`config.mk`:
```
export PLATFORM = sky130hd
export DESIGN_NAME = alu_operand_stage
export DESIGN_NICKNAME = d
export VERILOG_FILES = /design/src/rtl/alu_operand_stage.sv
export SDC_FILE = /design/constraint.sdc
export NUM_CORES = 2
export LEC_CHECK = 0
export ABC_AREA = 0
export BUFFER_PORTS_ARGS = -buffer_cell sky130_fd_sc_hd__buf_2
export CORE_ASPECT_RATIO = 1.4
export CORE_MARGIN = 2
export CORE_UTILIZATION = 45
export CTS_CLUSTER_DIAMETER = 100
export DETAILED_ROUTE_END_ITERATION = 10
export PLACE_DENSITY = 0.64
export SLEW_MARGIN = 20
export SYNTH_ARGS = -nofsm -noshare
export SYNTH_HDL_FRONTEND = slang
export SYNTH_SLANG_ARGS = --single-unit
```
`constraint.sdc`:
```
create_clock -name clk -period 3.8 [get_ports clk]
set_input_delay 0.57 -clock clk [delete_from_list [all_inputs] [get_ports clk]]
set_output_delay 0.57 -clock clk [all_outputs]
set_load 0.02 [all_outputs]
```
`src/rtl/alu_operand_stage.sv`:
```
// Operand-fetch stage ahead of the ALU: 32-entry register file, one write port, single-entry output slot.
// Ports: issue (in_valid/in_ready, rs1/rs2/rd, imm, alu_src, func), writeback (wb_*),
//   slot (out_valid/out_ready, A, B, imm, alu_src, func, rd_addr); `OPERAND_BYPASS_EN enables forwarding.
module alu_operand_stage #(
  parameter int XLEN = 32,
  parameter int NREG = 32
) (
  input  logic            clk,
  input  logic            rst_n,
  input  logic            in_valid,
  output logic            in_ready,
  input  logic [4:0]      rs1_addr,
  input  logic [4:0]      rs2_addr,
  input  logic [4:0]      rd_addr_in,
  input  logic [XLEN-1:0] imm_in,
  input  logic [1:0]      alu_src_in,
  input  logic [2:0]      func_in,
  input  logic            wb_en,
  input  logic [4:0]      wb_addr,
  input  logic [XLEN-1:0] wb_data,
  output logic            out_valid,
  input  logic            out_ready,
  output logic [XLEN-1:0] A,
  output logic [XLEN-1:0] B,
  output logic [XLEN-1:0] imm,
  output logic [1:0]      alu_src,
  output logic [2:0]      func,
  output logic [4:0]      rd_addr
);

  typedef enum logic {
    EMPTY,
    FULL
  } state_t;

  state_t state_q;
  state_t state_d;

  logic            fire;
  logic            wb_we;
  logic [XLEN-1:0] a_rd;
  logic [XLEN-1:0] b_rd;
  logic [XLEN-1:0] rf [NREG];

`ifdef OPERAND_BYPASS_EN
  logic [4:0] rs1_q;
  logic [4:0] rs2_q;
  logic       hold;
`endif

  assign out_valid = (state_q == FULL);
  assign in_ready  = !out_valid || out_ready;
  assign fire      = in_valid && in_ready;
  assign wb_we     = wb_en && (wb_addr != 5'd0);

  always_ff @(posedge clk) begin
    if (!rst_n) begin
      state_q <= EMPTY;
    end else begin
      state_q <= state_d;
    end
  end

  always_comb begin
    state_d = state_q;
    unique case (state_q)
      EMPTY: if (fire) state_d = FULL;
      FULL:  if (out_ready && !in_valid) state_d = EMPTY;
      default: state_d = EMPTY;
    endcase
  end

  // x0 reads as zero regardless of array contents.
  always_comb begin
    a_rd = '0;
    b_rd = '0;
    if (rs1_addr != 5'd0) a_rd = rf[rs1_addr];
    if (rs2_addr != 5'd0) b_rd = rf[rs2_addr];
`ifdef OPERAND_BYPASS_EN
    if (wb_we && (wb_addr == rs1_addr)) a_rd = wb_data;
    if (wb_we && (wb_addr == rs2_addr)) b_rd = wb_data;
`endif
  end

`ifdef OPERAND_BYPASS_EN
  assign hold = out_valid && !out_ready;
`endif

  always_ff @(posedge clk) begin
    if (!rst_n) begin
      for (int i = 0; i < NREG; i++) rf[i] <= '0;
      A       <= '0;
      B       <= '0;
      imm     <= '0;
      alu_src <= 2'b00;
      func    <= 3'b000;
      rd_addr <= 5'd0;
`ifdef OPERAND_BYPASS_EN
      rs1_q   <= 5'd0;
      rs2_q   <= 5'd0;
`endif
    end else begin
      if (wb_we) rf[wb_addr] <= wb_data;
      if (fire) begin
        A       <= a_rd;
        B       <= b_rd;
        imm     <= imm_in;
        alu_src <= alu_src_in;
        func    <= func_in;
        rd_addr <= rd_addr_in;
`ifdef OPERAND_BYPASS_EN
        rs1_q   <= rs1_addr;
        rs2_q   <= rs2_addr;
`endif
      end
`ifdef OPERAND_BYPASS_EN
      // A stalled slot tracks writebacks to its sources so it never goes stale.
      else if (hold && wb_we) begin
        if (wb_addr == rs1_q) A <= wb_data;
        if (wb_addr == rs2_q) B <= wb_data;
      end
`endif
    end
  end

endmodule
```
==> flow_metrics.tcl <==
set metrics [dict create \
    run_status "complete, no violations" \
    syn_avg_cell_area_um2 14.6 \
    ioPinCount 202 \
    synth-seq-area-share_pct 56.8 \
    cap_violations 0 \
    skew_ns 0.0238 \
    worst_pin_slew_ns 1.02 \
    gr-total-overflow 0 \
    dieArea_um2 131000 \
    total_leakage_power_nw 23.1 \
    drv_slew 0 \
    die_h_um 428 \
    drive_above_1_share_pct 29.2 \
    portBuffers 201 \
    peakVddDrop_uv 360 \
    cp.arrival_ns 3.24 \
    area_delta_synth_final_pct 14.2 \
    rsz0062_at_grt "false" \
    finalNetCount 4192 \
    finalNonFillerCells 5854 \
    clock_path_buffers 3 \
    post-route-util_pct 51.8 \
    critPathMaxFanout 14 \
    post-route-min-period_ns 2.60 \
    crit_start "out_valid$_SDFF_PN0_" \
    rr_worst_depth 5 \
    critPathSlowestCell "nand3_2" \
    drt-total-wl_um 217000 \
    mostFrequentLayoutCells "edfxtp_1, and2_1, mux4_2" \
    drc 0 \
    die_w_um 307 \
    end_kind "flip-flop" \
    grt_pass1_vias 38900 \
    post_cts_buffers 0 \
    power_mw 29.8 \
    layout_commonest_cell "edfxtp_1" \
    rows 155 \
    finalCritPeriodShare_pct 68.4 \
    fillers 10500 \
    cts-root-buf "clkbuf_16" \
    ys_seq_elements 1131 \
    grt_first_pass_wirelength_um 301000 \
    numClockSinks 1131 \
    worstSetupEndpoint "B[21]$_SDFFE_PN0P_" \
    crit_family "simple AND/OR/NAND/NOR gates" \
    cts_tree "built" \
    required_ns 4.44 \
    place_congestion 0.868 \
    design_area_um2 66100 \
    drt-vias-per-instance 6.72 \
    hp-class "primary input to flip-flop" \
    post_cts_resized 0 \
    fmax_mhz 385 \
    grt_antenna_before_repair 25 \
    crit_path_cell_trace "nand2b_1, and2_4, nand3_2, buf_4, o311ai_1" \
    placed_cells 5637 \
    slew_headroom_pct 31.7 \
    start_util_pct 45.3 \
    hold_buffers 0 \
    hold_viol 0 \
    reg2reg_to "B[21]$_SDFFE_PN0P_" \
    regToRegSetupSlack_ns 1.20 \
    critPathLaunchType "flip-flop" \
    ant_nets 0 \
    cts_buffers 106 \
    dr_total_vias 39400 \
    core_um2 128000 \
    timing.rr.start "out_valid$_SDFF_PN0_" \
    setup_viol 0 \
    htree_levels 3 \
    synth_cell_type_count 42 \
    dpl_cell_area_um2 62300 \
    whs_path_depth 3 \
    wire_per_inst_um 37.0 \
    max_stage_delay_ns 0.69 \
    dp_hpwl_um 133000 \
    clk_latency_ns 0.75 \
    grt_use_total_pct 32.9 \
    synth_area_um2 57900 \
    drtIter0Drc 5965 \
    cp.depth 5 \
    power.density_nw_per_um2 451 \
    grt_start_max_net_pins 63 \
    drt-pass1-iter-count 6 \
    setup.worst_path.class "flip-flop to flip-flop" \
    synthCells 3965 \
    clk_pin_slew_worst_paths_ns 0.07 \
    crit_buf_inv 1 \
    ys_warn_count 0 \
]
## cell usage after synthesis
| master | number | area share [%] |
|---|---|---|
| nand3b_1 | 4 | 0.052 |
| buf_6 | 14 | 0.27 |
| o21ai_0 | 63 | 0.54 |
| clkbuf_4 | 1 | 0.013 |
| conb_1 | 1 | 0.0065 |
| nor4_1 | 2 | 0.022 |
| or2_2 | 2 | 0.022 |
| a221oi_1 | 10 | 0.15 |
| o22ai_1 | 44 | 0.48 |
| buf_2 | 53 | 0.46 |
| mux2_2 | 116 | 2.3 |
| nand2_1 | 152 | 0.99 |
| a221o_1 | 32 | 0.55 |
| or3b_1 | 1 | 0.015 |
| and2_1 | 1005 | 11 |
| o221ai_1 | 52 | 0.79 |
| o211ai_1 | 32 | 0.42 |
| buf_4 | 12 | 0.16 |
| mux2i_1 | 184 | 3.2 |
| o311ai_1 | 32 | 0.48 |
| inv_1 | 2 | 0.013 |
| o221a_2 | 22 | 0.43 |
| buf_1 | 10 | 0.065 |
| a32o_1 | 32 | 0.55 |
| clkbuf_1 | 338 | 2.2 |
| nand4b_1 | 2 | 0.030 |
| nand3_1 | 2 | 0.017 |
| or3b_2 | 2 | 0.030 |
| nor3_1 | 1 | 0.0086 |
| inv_2 | 2 | 0.013 |
| nor2b_1 | 21 | 0.23 |
| mux4_2 | 416 | 16 |
| or3_1 | 3 | 0.032 |
| nor3b_2 | 1 | 0.022 |
| nand2b_1 | 3 | 0.032 |
| nand4_1 | 33 | 0.36 |
| a21oi_1 | 64 | 0.55 |
| a211oi_1 | 32 | 0.42 |
| nor3_2 | 1 | 0.017 |
| edfxtp_1 | 1024 | 53 |
| nor2_1 | 35 | 0.23 |
| dfxtp_1 | 107 | 3.7 |
## sequential cells by signal, indices dropped and copies added, names as in the netlist
signal and count:
rd_addr 5, B 32, rf 1024, out_valid 1, alu_src 2, A 32
imm 32, func 3
## worst min-delay path by stage
| stage | endpoint | slack [ns] | from |
|---|---|---|---|
| final | imm[13]$_SDFFE_PN0P_ | 0.06 | imm_in[13] |
| after global routing | imm[27]$_SDFFE_PN0P_ | 0.06 | imm_in[27] |
| after CTS | imm[13]$_SDFFE_PN0P_ | 0.02 | imm_in[13] |
| after detailed placement | imm[6]$_SDFFE_PN0P_ | 0.44 | imm[6]$_SDFFE_PN0P_ |
| after global placement | imm[22]$_SDFFE_PN0P_ | 0.44 | imm[22]$_SDFFE_PN0P_ |
| after floorplan | alu_src[0]$_SDFFE_PN0P_ | 0.53 | alu_src[0]$_SDFFE_PN0P_ |
## logic make-up (layout without fill, tap and decap cells)
group	Yosys count	in the layout	synth area share, %
simple gates	1270	1270	13.0
flops	1131	1131	56.8
mux	716	716	21.6
buf+inv	432	628	3.18
compound gates	415	415	5.36
other cells	1	46	0.00648
## worst min-delay path: cells and delay by family
kind	cells	cell delay, ns
buf+inv	1	0.10
compound gates	1	0.05
simple gates	1	0.04
## metrics by stage
stage / hold slack, ns / setup TNS [ns] / setup WS [ns]
6_report: 0.0606 / 0 / 1.20
5_1_grt: 0.0567 / 0 / 1.20
2_1_floorplan: 0.535 / -52.73 / -0.176
3_3_place_gp: 0.439 / 0 / 0.810
3_5_place_dp: 0.444 / 0 / 0.777
4_1_cts: 0.0192 / 0 / 1.31
## metal layers
layer	GRT usage, %	vias to the layer above	share of wire, %
met5	0	-	0.045
met4	18.4	16	6.2
met3	7.73	606	12
met2	51.6	2925	47
met1	42.1	20300	35
li1	-	15500	-
## power breakdown
part	internal [mW]	total [mW]	switching, mW
sequential	14.3	14.7	0.470
clock	6.43	11.4	5.00
combinational	1.49	3.65	2.16
## area by class of cell
cell class	instances	area (µm²)	area share [%]
well taps	1648	2060	3.12
clock buffers	139	2900	4.39
clock inverters	63	763	1.16
repair buffers	422	3520	5.33
diodes	14	35.0	0.0530
flip-flops and latches	1131	32900	49.8
multi-input cells	2433	23900	36.1
inverters	4	20.0	0.0303
Power figures use the tool's default switching activity.
